--- src/rtl/fpmul_pkg.sv ---
// Shared types and IEEE-754 single-precision constants for the shared
// floating-point multiplier arbiter.
package fpmul_pkg;

  typedef enum logic [1:0] {
    IDLE = 2'd0,
    EXEC = 2'd1,
    RESP = 2'd2
  } state_t;

  localparam int EXP_W    = 8;
  localparam int FRAC_W   = 23;
  localparam int EXP_BIAS = 127;

  localparam logic [31:0] QNAN = 32'h7FC0_0000;
  localparam logic [31:0] PINF = 32'h7F80_0000;
  localparam logic [31:0] NINF = 32'hFF80_0000;

endpackage

--- src/rtl/fpmul_mulunit.sv ---
// Combinational single-precision multiplier: round-to-nearest-even,
// denormal inputs and underflow flush to signed zero, overflow goes to infinity.
module fpmul_mulunit
  import fpmul_pkg::*;
(
  input  logic [31:0] i_a,
  input  logic [31:0] i_b,
  output logic [31:0] o_p
);

  localparam int MANT_W = FRAC_W + 1;
  localparam int PROD_W = 2 * MANT_W;
  localparam int SEXP_W = EXP_W + 2;
  localparam logic signed [SEXP_W-1:0] SEXP_ZERO = '0;
  localparam logic signed [SEXP_W-1:0] SEXP_INF  = {2'b00, {EXP_W{1'b1}}};
  localparam logic signed [SEXP_W-1:0] SEXP_BIAS = SEXP_W'(EXP_BIAS);

  logic                     w_sign;
  logic [PROD_W-1:0]        w_prod;
  logic signed [SEXP_W-1:0] w_ea, w_eb, w_exp_raw, w_exp_norm, w_exp_fin;
  logic [FRAC_W-1:0]        w_mant;
  logic                     w_guard, w_sticky;
  logic [MANT_W-1:0]        w_rnd;

  function automatic logic [MANT_W-1:0] round_rne(input logic [FRAC_W-1:0] mant,
                                                  input logic guard,
                                                  input logic sticky);
    round_rne = {1'b0, mant} + MANT_W'(guard && (sticky || mant[0]));
  endfunction

  assign w_sign = i_a[31] ^ i_b[31];
  assign w_ea   = {2'b00, i_a[FRAC_W +: EXP_W]};
  assign w_eb   = {2'b00, i_b[FRAC_W +: EXP_W]};
  assign w_prod = PROD_W'({1'b1, i_a[FRAC_W-1:0]}) * PROD_W'({1'b1, i_b[FRAC_W-1:0]});

  always_comb begin
    w_exp_raw = w_ea + w_eb - SEXP_BIAS;
    // Product of two [1,2) mantissas lies in [1,4); renormalise when >= 2
    if (w_prod[PROD_W-1]) begin
      w_mant   = w_prod[PROD_W-2 -: FRAC_W];
      w_guard  = w_prod[PROD_W-2-FRAC_W];
      w_sticky = |w_prod[PROD_W-3-FRAC_W:0];
    end else begin
      w_mant   = w_prod[PROD_W-3 -: FRAC_W];
      w_guard  = w_prod[PROD_W-3-FRAC_W];
      w_sticky = |w_prod[PROD_W-4-FRAC_W:0];
    end
    w_exp_norm = w_exp_raw + {{(SEXP_W-1){1'b0}}, w_prod[PROD_W-1]};
    w_rnd      = round_rne(w_mant, w_guard, w_sticky);
    w_exp_fin  = w_exp_norm + {{(SEXP_W-1){1'b0}}, w_rnd[MANT_W-1]};

    if (w_ea == SEXP_ZERO || w_eb == SEXP_ZERO || w_exp_fin <= SEXP_ZERO) begin
      o_p = {w_sign, 31'd0};
    end else if (w_exp_fin >= SEXP_INF) begin
      o_p = {w_sign, {EXP_W{1'b1}}, {FRAC_W{1'b0}}};
    end else begin
      o_p = {w_sign, w_exp_fin[EXP_W-1:0], w_rnd[FRAC_W-1:0]};
    end
  end

endmodule

--- src/rtl/fpmul_rr_arb.sv ---
// Two-way round-robin arbiter: a lone requester wins, and on contention the
// requester that was not granted last wins.
module fpmul_rr_arb (
  input  logic       i_valid0,
  input  logic       i_valid1,
  input  logic       i_last,
  output logic [1:0] o_grant
);

  always_comb begin
    o_grant = 2'b00;
    if (i_valid0 && i_valid1) begin
      o_grant = i_last ? 2'b01 : 2'b10;
    end else if (i_valid0) begin
      o_grant = 2'b01;
    end else if (i_valid1) begin
      o_grant = 2'b10;
    end
  end

endmodule

--- src/rtl/fpmul_arbiter.sv ---
// Two requesters share one FP multiplier, one operation in flight at a time.
// Define FPMUL_SPECIAL_EN to add IEEE zero/Inf/NaN special-case decoding.
module fpmul_arbiter
  import fpmul_pkg::*;
#(
  parameter int TAG_W = 4
) (
  input  logic             clk,
  input  logic             rst_n,
  input  logic             req0_valid,
  output logic             req0_ready,
  input  logic [31:0]      req0_a,
  input  logic [31:0]      req0_b,
  input  logic [TAG_W-1:0] req0_tag,
  input  logic             req1_valid,
  output logic             req1_ready,
  input  logic [31:0]      req1_a,
  input  logic [31:0]      req1_b,
  input  logic [TAG_W-1:0] req1_tag,
  output logic             rsp0_valid,
  input  logic             rsp0_ready,
  output logic [31:0]      rsp0_data,
  output logic [TAG_W-1:0] rsp0_tag,
  output logic             rsp1_valid,
  input  logic             rsp1_ready,
  output logic [31:0]      rsp1_data,
  output logic [TAG_W-1:0] rsp1_tag,
  output logic             busy,
  output logic [15:0]      ops_cnt
);

  state_t           r_state, w_state_nxt;
  logic             r_last;
  logic [1:0]       w_grant;
  logic             w_req_hs, w_rsp_hs;
  logic             r_owner;
  logic [31:0]      r_a, r_b;
  logic [TAG_W-1:0] r_tag;
  logic [1:0]       r_rsp_valid;
  logic [31:0]      r_rsp_data;
  logic [TAG_W-1:0] r_rsp_tag;
  logic [15:0]      r_ops_cnt;
  logic [31:0]      w_mul, w_res;

  fpmul_rr_arb u_arb (
    .i_valid0 (req0_valid),
    .i_valid1 (req1_valid),
    .i_last   (r_last),
    .o_grant  (w_grant)
  );

  fpmul_mulunit u_mul (
    .i_a (r_a),
    .i_b (r_b),
    .o_p (w_mul)
  );

  assign req0_ready = rst_n && (r_state == IDLE) && w_grant[0];
  assign req1_ready = rst_n && (r_state == IDLE) && w_grant[1];
  assign w_req_hs   = req0_ready || req1_ready;
  assign w_rsp_hs   = (r_state == RESP) &&
                      (r_owner ? (r_rsp_valid[1] && rsp1_ready) : (r_rsp_valid[0] && rsp0_ready));

  always_comb begin
    w_state_nxt = r_state;
    case (r_state)
      IDLE:    if (w_req_hs) w_state_nxt = EXEC;
      EXEC:    w_state_nxt = RESP;
      RESP:    if (w_rsp_hs) w_state_nxt = IDLE;
      default: w_state_nxt = IDLE;
    endcase
  end

  always_ff @(posedge clk) begin
    if (!rst_n) r_state <= IDLE;
    else        r_state <= w_state_nxt;
  end

`ifdef FPMUL_SPECIAL_EN
  logic w_a_zero, w_b_zero, w_a_inf, w_b_inf, w_a_nan, w_b_nan, w_sign;

  assign w_a_zero = ~|r_a[30:0];
  assign w_b_zero = ~|r_b[30:0];
  assign w_a_inf  = (&r_a[FRAC_W +: EXP_W]) && ~|r_a[FRAC_W-1:0];
  assign w_b_inf  = (&r_b[FRAC_W +: EXP_W]) && ~|r_b[FRAC_W-1:0];
  assign w_a_nan  = (&r_a[FRAC_W +: EXP_W]) &&  |r_a[FRAC_W-1:0];
  assign w_b_nan  = (&r_b[FRAC_W +: EXP_W]) &&  |r_b[FRAC_W-1:0];
  assign w_sign   = r_a[31] ^ r_b[31];

  always_comb begin
    w_res = w_mul;
    if (w_a_nan || w_b_nan || (w_a_zero && w_b_inf) || (w_a_inf && w_b_zero)) begin
      w_res = QNAN;
    end else if (w_a_inf || w_b_inf) begin
      w_res = w_sign ? NINF : PINF;
    end else if (w_a_zero || w_b_zero) begin
      w_res = {w_sign, 31'd0};
    end
  end
`else
  assign w_res = w_mul;
`endif

  // Operands are captured on the request handshake; they only matter outside IDLE
  always_ff @(posedge clk) begin
    if (w_req_hs) begin
      r_owner <= req1_ready;
      r_a     <= req1_ready ? req1_a   : req0_a;
      r_b     <= req1_ready ? req1_b   : req0_b;
      r_tag   <= req1_ready ? req1_tag : req0_tag;
    end
  end

  // Result register loads at the end of EXEC and holds until consumed
  always_ff @(posedge clk) begin
    if (!rst_n) begin
      r_last      <= 1'b1;
      r_rsp_valid <= 2'b00;
      r_rsp_data  <= '0;
      r_rsp_tag   <= '0;
      r_ops_cnt   <= '0;
    end else begin
      if (w_req_hs) r_last <= req1_ready;
      if (r_state == EXEC) begin
        r_rsp_valid <= r_owner ? 2'b10 : 2'b01;
        r_rsp_data  <= w_res;
        r_rsp_tag   <= r_tag;
      end
      if (w_rsp_hs) begin
        r_rsp_valid <= 2'b00;
        r_ops_cnt   <= r_ops_cnt + 16'd1;
      end
    end
  end

  assign rsp0_valid = r_rsp_valid[0];
  assign rsp1_valid = r_rsp_valid[1];
  assign rsp0_data  = r_rsp_data;
  assign rsp1_data  = r_rsp_data;
  assign rsp0_tag   = r_rsp_tag;
  assign rsp1_tag   = r_rsp_tag;
  assign busy       = (r_state != IDLE);
  assign ops_cnt    = r_ops_cnt;

endmodule

--- config.mk ---
export PLATFORM = sky130hd
export DESIGN_NAME = fpmul_arbiter
export DESIGN_NICKNAME = d
export VERILOG_FILES = /design/src/rtl/fpmul_pkg.sv /design/src/rtl/fpmul_mulunit.sv /design/src/rtl/fpmul_rr_arb.sv /design/src/rtl/fpmul_arbiter.sv
export SDC_FILE = /design/constraint.sdc
export NUM_CORES = 2
export LEC_CHECK = 0
export CAP_MARGIN = 40
export CORE_AREA = 2 2 247 249
export DETAILED_ROUTE_END_ITERATION = 10
export DIE_AREA = 0 0 249 251
export MAX_ROUTING_LAYER = met4
export PLACE_DENSITY = 0.65
export RECOVER_POWER = 25
export REMOVE_ABC_BUFFERS = 1
export SYNTH_ARGS = -nofsm -noshare
export SYNTH_HDL_FRONTEND = slang
export SYNTH_SLANG_ARGS = --single-unit
export TNS_END_PERCENT = 5
--- constraint.sdc ---
create_clock -name clk -period 11.1 [get_ports clk]
set_input_delay 2.22 -clock clk [delete_from_list [all_inputs] [get_ports clk]]
set_output_delay 2.22 -clock clk [all_outputs]
set_load 0.005 [all_outputs]
# Word level (Yosys, flattened, before mapping)
# Index checks and enable logic that the tools add are counted.
[classes]
n_lt_le_gt_ge = 2
reduce_logical = 20
muxes = 17
multipliers = 1
bitwise = 2
add_sub_neg = 6
n_eq_ne = 4
[ops]
columns = ["cell", "count"]
rows = [
  ["2-to-1 mux 32 bit", 2],
  ["2-to-1 mux 31 bit", 2],
  ["multiplier 24 x 24 -> 48 bit", 1],
  ["adder 23 x 1 -> 24 bit", 1],
  ["2-to-1 mux 23 bit", 1],
  ["OR reduction 23 bit", 1],
  ["OR reduction 22 bit", 1],
  ["adder 10 x 1 -> 10 bit", 2],
  ["zero test 10 bit", 2],
  ["adder 16 x 1 -> 16 bit (second input constant)", 1],
  ["2-to-1 mux 2 bit", 7],
  [">= comparator 10 x 9 -> 1 bit (second input constant)", 1],
  ["<= comparator 10 x 1 -> 1 bit (second input constant)", 1],
  ["subtractor 10 x 8 -> 10 bit (second input constant)", 1],
  ["adder 8 x 8 -> 9 bit", 1],
  ["logical AND 1 bit", 8],
  ["case mux 2 bit (3 select lines)", 1],
  ["logical OR 1 bit", 4],
  ["2-to-1 mux 4 bit", 1],
  ["inequality test 2 bit (second input constant)", 2],
  ["2-to-1 mux 1 bit", 3],
  ["equality test 2 x 1 -> 1 bit (second input constant)", 1],
  ["equality test 2 bit (second input constant)", 1],
  ["zero test 2 bit", 1],
  ["5 further kinds", 5],
]
[word_totals]
wordCells = 62
register_bits = 126
inputBits = 142
output_inout_bits = 93

# Depth between registers and ports, before layout
[logic_depth]
word_depth = 10
mapped_depth = 43
depth_no_buf = 39

# Hierarchy
# Synthesis repeated with hierarchy kept, for this count alone.
[hier_totals]
hier_cells = 3097
area_unflattened_um2 = 26401.6
[modules_own_cells]
columns = ["mod", "cells_each", "area_each_um2", "n_inst", "seq_area_each_um2"]
rows = [
  ["fpmul_mulunit", 2499, 21010.2, 1, 0.0],
  ["fpmul_arbiter", 595, 5372.7, 1, 3213.1],
  ["fpmul_rr_arb", 3, 18.8, 1, 0.0],
]

# Worst setup path after synthesis
# No wires, ideal clock.
[synth_path]
kind = "register to register"
from = "reg r_a[21]"
to = "reg r_rsp_data[20], in the netlist rsp0_data[20]"
synth_period_minus_slack_ns = 10.548
setup_ns = 0.063
path_buffers = 4
arrival_ns = 10.485
setup_slack_ns = 0.552
path_stages_with_launch = 40
required_ns = 11.037
path_cell_list = "edfxtp_1 clkbuf_1 nand2_1 fa_1 inv_1 fa_1 inv_1 fa_1 fa_1 inv_1 fa_1 fa_1 inv_1 fa_1 inv_1 ha_1 clkbuf_1 nand4_1 (+4 left out) xor2_1 or2_2 nor4_1 nand4b_1 nor4b_1 ha_1 fa_1 nand2b_1 or3_1 or4_1 nor3_1 xnor2_1 a21oi_1 or4b_1 clkbuf_1 clkbuf_1 nand4b_1 nand3_1"
[synth_between]
elab_chain_len = 10
word_cells_on_any_way = 16
classes_between = "3 x add/sub; 1 x mul; 2 x order compare; 5 x mux; 5 x reduce/logical"
[synth_lines]
columns = ["item", "line_no", "source"]
rows = [
  ["start: declaration", "fpmul_arbiter.sv:37", "logic [31:0] r_a, r_b;"],
  ["start signal: assignment", "fpmul_arbiter.sv:108", "r_a <= req1_ready ? req1_a : req0_a;"],
  ["multiplier 24 x 24 -> 48 bit *", "fpmul_mulunit.sv:34", "assign w_prod = PROD_W'({1'b1, i_a[FRAC_W-1:0]}) * PROD_W'({1'b1, i_b[FRAC_W-1:0]});"],
  ["OR reduction 23 bit or OR reduction 22 bit (tied branches)", "fpmul_mulunit.sv:42, fpmul_mulunit.sv:46", ""],
  ["2-to-1 mux 1 bit", "fpmul_mulunit.sv:39", "if (w_prod[PROD_W-1]) begin"],
  ["logical OR 1 bit", "fpmul_mulunit.sv:28", "round_rne = {1'b0, mant} + MANT_W'(guard && (sticky || mant[0]));"],
  ["logical AND 1 bit", "fpmul_mulunit.sv:28", ""],
  ["adder 23 x 1 -> 24 bit", "fpmul_mulunit.sv:28", ""],
  ["adder 10 x 1 -> 10 bit", "fpmul_mulunit.sv:50", "w_exp_fin = w_exp_norm + {{(SEXP_W-1){1'b0}}, w_rnd[MANT_W-1]};"],
  [">= comparator 10 x 9 -> 1 bit or <= comparator 10 x 1 -> 1 bit (tied branches)", "fpmul_mulunit.sv:54, fpmul_mulunit.sv:52", ""],
  ["2-to-1 mux 31 bit or logical OR 1 bit (tied branches)", "fpmul_mulunit.sv:54, fpmul_mulunit.sv:52", ""],
  ["2-to-1 mux 31 bit *", "fpmul_mulunit.sv:52", "if (w_ea == SEXP_ZERO || w_eb == SEXP_ZERO || w_exp_fin <= SEXP_ZERO) begin"],
  ["end signal: assignment", "fpmul_arbiter.sv:126", "r_rsp_data <= w_res;"],
  ["end: declaration", "fpmul_arbiter.sv:40", "logic [31:0] r_rsp_data;"],
]
# Every way passes the cells marked *; elsewhere a longest branch is shown, timed or not.
# A chain may end at the register's enable or synchronous reset.

# Worst setup path after layout
[layout_path]
from = "reg r_b[1]"
to = "reg r_rsp_data[22], in the netlist rsp0_data[22]"
[layout_between]
elab_chain_len = 10
word_cells_on_any_way = 16
classes_between = "3 x add/sub; 1 x mul; 2 x order compare; 5 x mux; 5 x reduce/logical"
[layout_lines]
columns = ["item", "line_no", "source"]
rows = [
  ["start: declaration", "fpmul_arbiter.sv:37", ""],
  ["start signal: assignment", "fpmul_arbiter.sv:109", "r_b <= req1_ready ? req1_b : req0_b;"],
  ["multiplier 24 x 24 -> 48 bit *", "fpmul_mulunit.sv:34", ""],
  ["OR reduction 23 bit or OR reduction 22 bit (tied branches)", "fpmul_mulunit.sv:42, fpmul_mulunit.sv:46", ""],
  ["2-to-1 mux 1 bit", "fpmul_mulunit.sv:39", ""],
  ["logical OR 1 bit", "fpmul_mulunit.sv:28", ""],
  ["logical AND 1 bit", "fpmul_mulunit.sv:28", ""],
  ["adder 23 x 1 -> 24 bit", "fpmul_mulunit.sv:28", ""],
  ["adder 10 x 1 -> 10 bit", "fpmul_mulunit.sv:50", ""],
  [">= comparator 10 x 9 -> 1 bit or <= comparator 10 x 1 -> 1 bit (tied branches)", "fpmul_mulunit.sv:54, fpmul_mulunit.sv:52", ""],
  ["2-to-1 mux 31 bit or logical OR 1 bit (tied branches)", "fpmul_mulunit.sv:54, fpmul_mulunit.sv:52", ""],
  ["2-to-1 mux 31 bit *", "fpmul_mulunit.sv:52", ""],
]
# Marked as above.

==> results.yml <==
cells_and_area:
  fill_count: 5578
  nNetsFinal: 4169
  post_layout_nonfiller_instances: 4151
  antenna_cells: 0
  share_of_layout_cells_above_drive_strength_1_pct: 8.49
  syn_to_final_growth_pct: 18.4
synthesis:
  netlist_area_um2: 26600
  most_numerous_cell_types_in_the_synthesized_netlist: "594 x sky130_fd_sc_hd__inv_1, 573 x sky130_fd_sc_hd__nand2_1, 484 x sky130_fd_sc_hd__fa_1"
  post-synth-top-count-cell: "sky130_fd_sc_hd__inv_1"
  synth_sequential_area_ratio_pct: 12.1
  synth_top_flop_cell: "sky130_fd_sc_hd__edfxtp_1"
  asyncSetResetFlopFracSynth_pct: 0
  netlist_top_cells_area: "sky130_fd_sc_hd__fa_1 36%, sky130_fd_sc_hd__ha_1 8.8%, sky130_fd_sc_hd__inv_1 8.4%"
  synth_top_area_share_pct: 36.4
  syn_avg_cell_area_um2: 8.57
  synthDominantAreaCellType: "sky130_fd_sc_hd__fa_1"
  ys_ff_latch: 126
  synth_edf_count: 69
  synthesis.instances: 3110
  synth.lib_cells_used.distinct: 73
  ys_warn_count: 0
critical_path:
  crit_arrival_ns: 11.21
  critPathKind: "flip-flop to flip-flop"
  critical_path.slowest_cell: "sky130_fd_sc_hd__or4_4"
  worstSetupStartpointType: "flip-flop"
  path_common_cell: "sky130_fd_sc_hd__fa_1"
  critical_path.endpoint_type: "flip-flop"
  worst-path-max-fanout: 15
  cp_max_stage_delay_ns: 0.58
  critPathRequiredTime_ns: 11.53
timing:
  timing.slew.headroom_pct: 6.63
  layout_worst_path_cycle_share_pct: 97.1
  fin_hold_ws_ns: 0.478
  finalHoldViolCount: 0
  maxClockFrequency_ghz: 0.0928
  slew_viol_final: 0
  setup_viol_count_final: 0
  worst_slew_pin_slew_ns: 1.40
  grt_setup_unrepaired: "true"
  finalWorstPathRequiredPeriod_ns: 10.78
  post-route-worst-setup-slack_ns: 0.320
  final.setup_skew_ns: 0.0262
route:
  finalWirelength_mm: 73.5
  route.vias.total: 21300
  first_pass_iters: 5
  remaining_drc_errors: 0
  detail_route.iter0.violations: 1368
  post_drt_wl_per_cell_um: 17.7
  drtAntennaViolNets: 0
  vias_per_cell: 5.14
worst_hold_path:
  hold_path_class: "flip-flop to flip-flop"
grt:
  groute.usage.overall_pct: 25.6
  grt_pass1_vias: 22200
  global_route_wire_length_before_repair_mm: 122
  largest_net_degree_at_the_start_of_global_routing: 71
  grt_antenna_before_repair: 0
  globalRouteOverflowTotal: 0
outcome:
  run_status: "complete, no violations"
clocking:
  cts_root_buffer: "sky130_fd_sc_hd__clkbuf_16"
  clock_tree_from_tritoncts: "built"
  clk_latency_ns: 0.48
  ctsHtreeMaxLevel: 4
  cts_buffers: 17
  clk_pin_slew_ns: 0.08
  ctsLongestPathBuffers: 2
  sink_count_of_the_clock_tree: 126
placement:
  buffer_ports.inserted: 234
  globalplace.congestion: 0.911
  place.detailed.hpwl_mm: 61.7
  numPlacedInstances: 4079
  dp_slack_ns: 0.131
die:
  die_w_um: 249
  die_h_um: 251
  io_pins: 235
  std_cell_rows: 90
  coreArea_um2: 59800
  floorplan.initialDensity_pct: 44.6
  die_area_um2: 62500
run:
  cap_violations: 0
per-layer routing:
| layer | GRT usage [%] | vias up | share of wire [%] |
|---|---|---|---|
| li1 | - | 10100 | - |
| met1 | 35.0 | 10500 | 45 |
| met2 | 40.1 | 724 | 46 |
| met3 | 4.15 | 78 | 6.8 |
| met4 | 6.11 | 0 | 2.3 |
| met5 | - | - | 0 |
logic make-up (layout without fill, tap and decap cells):
logic type | Yosys count | after routing | synth area share (%)
mux | 13 | 13 | 0.488
xor+xnor | 81 | 81 | 2.66
flops | 126 | 126 | 12.1
simple gates | 1140 | 1140 | 20.7
compound gates | 297 | 297 | 7.45
fa+ha+maj | 671 | 671 | 45.1
buf+inv | 782 | 1041 | 11.5
through the flow:
stage / instance area (um^2) / TNS [ns] / utilization, %
floorplan: 25800 / 0 / -
global placement: 30200 / 0 / 50.5
detailed placement: 30200 / 0 / 50.5
CTS: 30800 / 0 / 51.5
global route: 31500 / -0.452 / 52.8
finish: 31500 / 0 / 52.8
placed cells by master, fill, tap and decap left out, types with 7 or more instances in the layout:
master	instances
sky130_fd_sc_hd__inv_1	593
sky130_fd_sc_hd__nand2_1	573
sky130_fd_sc_hd__fa_1	481
sky130_fd_sc_hd__and2_1	261
sky130_fd_sc_hd__clkdlybuf4s50_1	181
sky130_fd_sc_hd__ha_1	180
sky130_fd_sc_hd__buf_4	156
sky130_fd_sc_hd__nor2_1	87
sky130_fd_sc_hd__edfxtp_1	69
sky130_fd_sc_hd__a21oi_1	68
sky130_fd_sc_hd__xnor2_1	57
sky130_fd_sc_hd__dfxtp_1	57
sky130_fd_sc_hd__dlygate4sd3_1	53
sky130_fd_sc_hd__o21ai_0	45
sky130_fd_sc_hd__nand3_1	33
sky130_fd_sc_hd__nand4_1	28
sky130_fd_sc_hd__nor3_1	28
sky130_fd_sc_hd__a21boi_0	22
sky130_fd_sc_hd__a21o_1	18
sky130_fd_sc_hd__xor2_1	18
sky130_fd_sc_hd__clkbuf_16	17
sky130_fd_sc_hd__o21ai_1	15
sky130_fd_sc_hd__nor4_1	15
sky130_fd_sc_hd__o211ai_1	14
sky130_fd_sc_hd__or3_1	14
sky130_fd_sc_hd__o21a_1	13
sky130_fd_sc_hd__and3_1	13
sky130_fd_sc_hd__mux2i_1	13
sky130_fd_sc_hd__a211oi_1	12
sky130_fd_sc_hd__nand2b_1	10
sky130_fd_sc_hd__buf_12	10
sky130_fd_sc_hd__nor2b_1	9
sky130_fd_sc_hd__and4_1	7
sky130_fd_sc_hd__a211o_1	7
sky130_fd_sc_hd__o31ai_1	7
sky130_fd_sc_hd__buf_6	7
sequential cells by signal, indices dropped and copies added, names as in the netlist:
register and flops:
ops_cnt 16, rsp0_tag 4, r_last 1, r_b 32, r_tag 4, rsp0_data 32
r_state 2, r_a 32, r_rsp_valid 2, r_owner 1
worst max-delay path, delay by kind of cell (launching register included):
kind	cells	cell delay (ns)
flip-flops	1	0.46
XOR/XNOR	2	0.27
adder cells (fa/ha/maj)	10	4.31
AO/OA/AOI/OAI	4	0.79
AND/OR/NAND/NOR	14	4.01
buffers and inverters	8	0.91
layout make-up:
cell class                 instances  area, um^2  share of cell area (%)
timing repair buffer             411        3820                    12.1
sequential                       126        3210                    10.2
clock buffer                      17         425                    1.35
multi-input combinational       2202       20700                    65.7
tap                              782         978                    3.10
clock inverter                    15         135                   0.428
inverter                         598        2250                    7.14
timing repair:
action / 4_1_cts / 5_1_grt
gates resized for setup: 0 / 93
hold endpoints to repair: 0 / 0
setup buffers: 0 / 40
endpoints found under the setup margin: 0 / 31
hold buffers: 0 / 0
path summary, 6_finish.rpt:
kind | from | endpoint | slack, ns | cells after the start
min reg2reg | r_rsp_valid[1] | r_rsp_valid[1] | 0.48 | 2
min | r_rsp_valid[1] | r_rsp_valid[1] | 0.48 | 2
max reg2reg | r_b[1] | rsp0_data[22] | 0.32 | 38
max | r_b[1] | rsp0_data[22] | 0.32 | 38
Power is left out: the tool's default activity adds up to more than one toggle a clock period on the data nets, which glitch-free logic cannot reach.
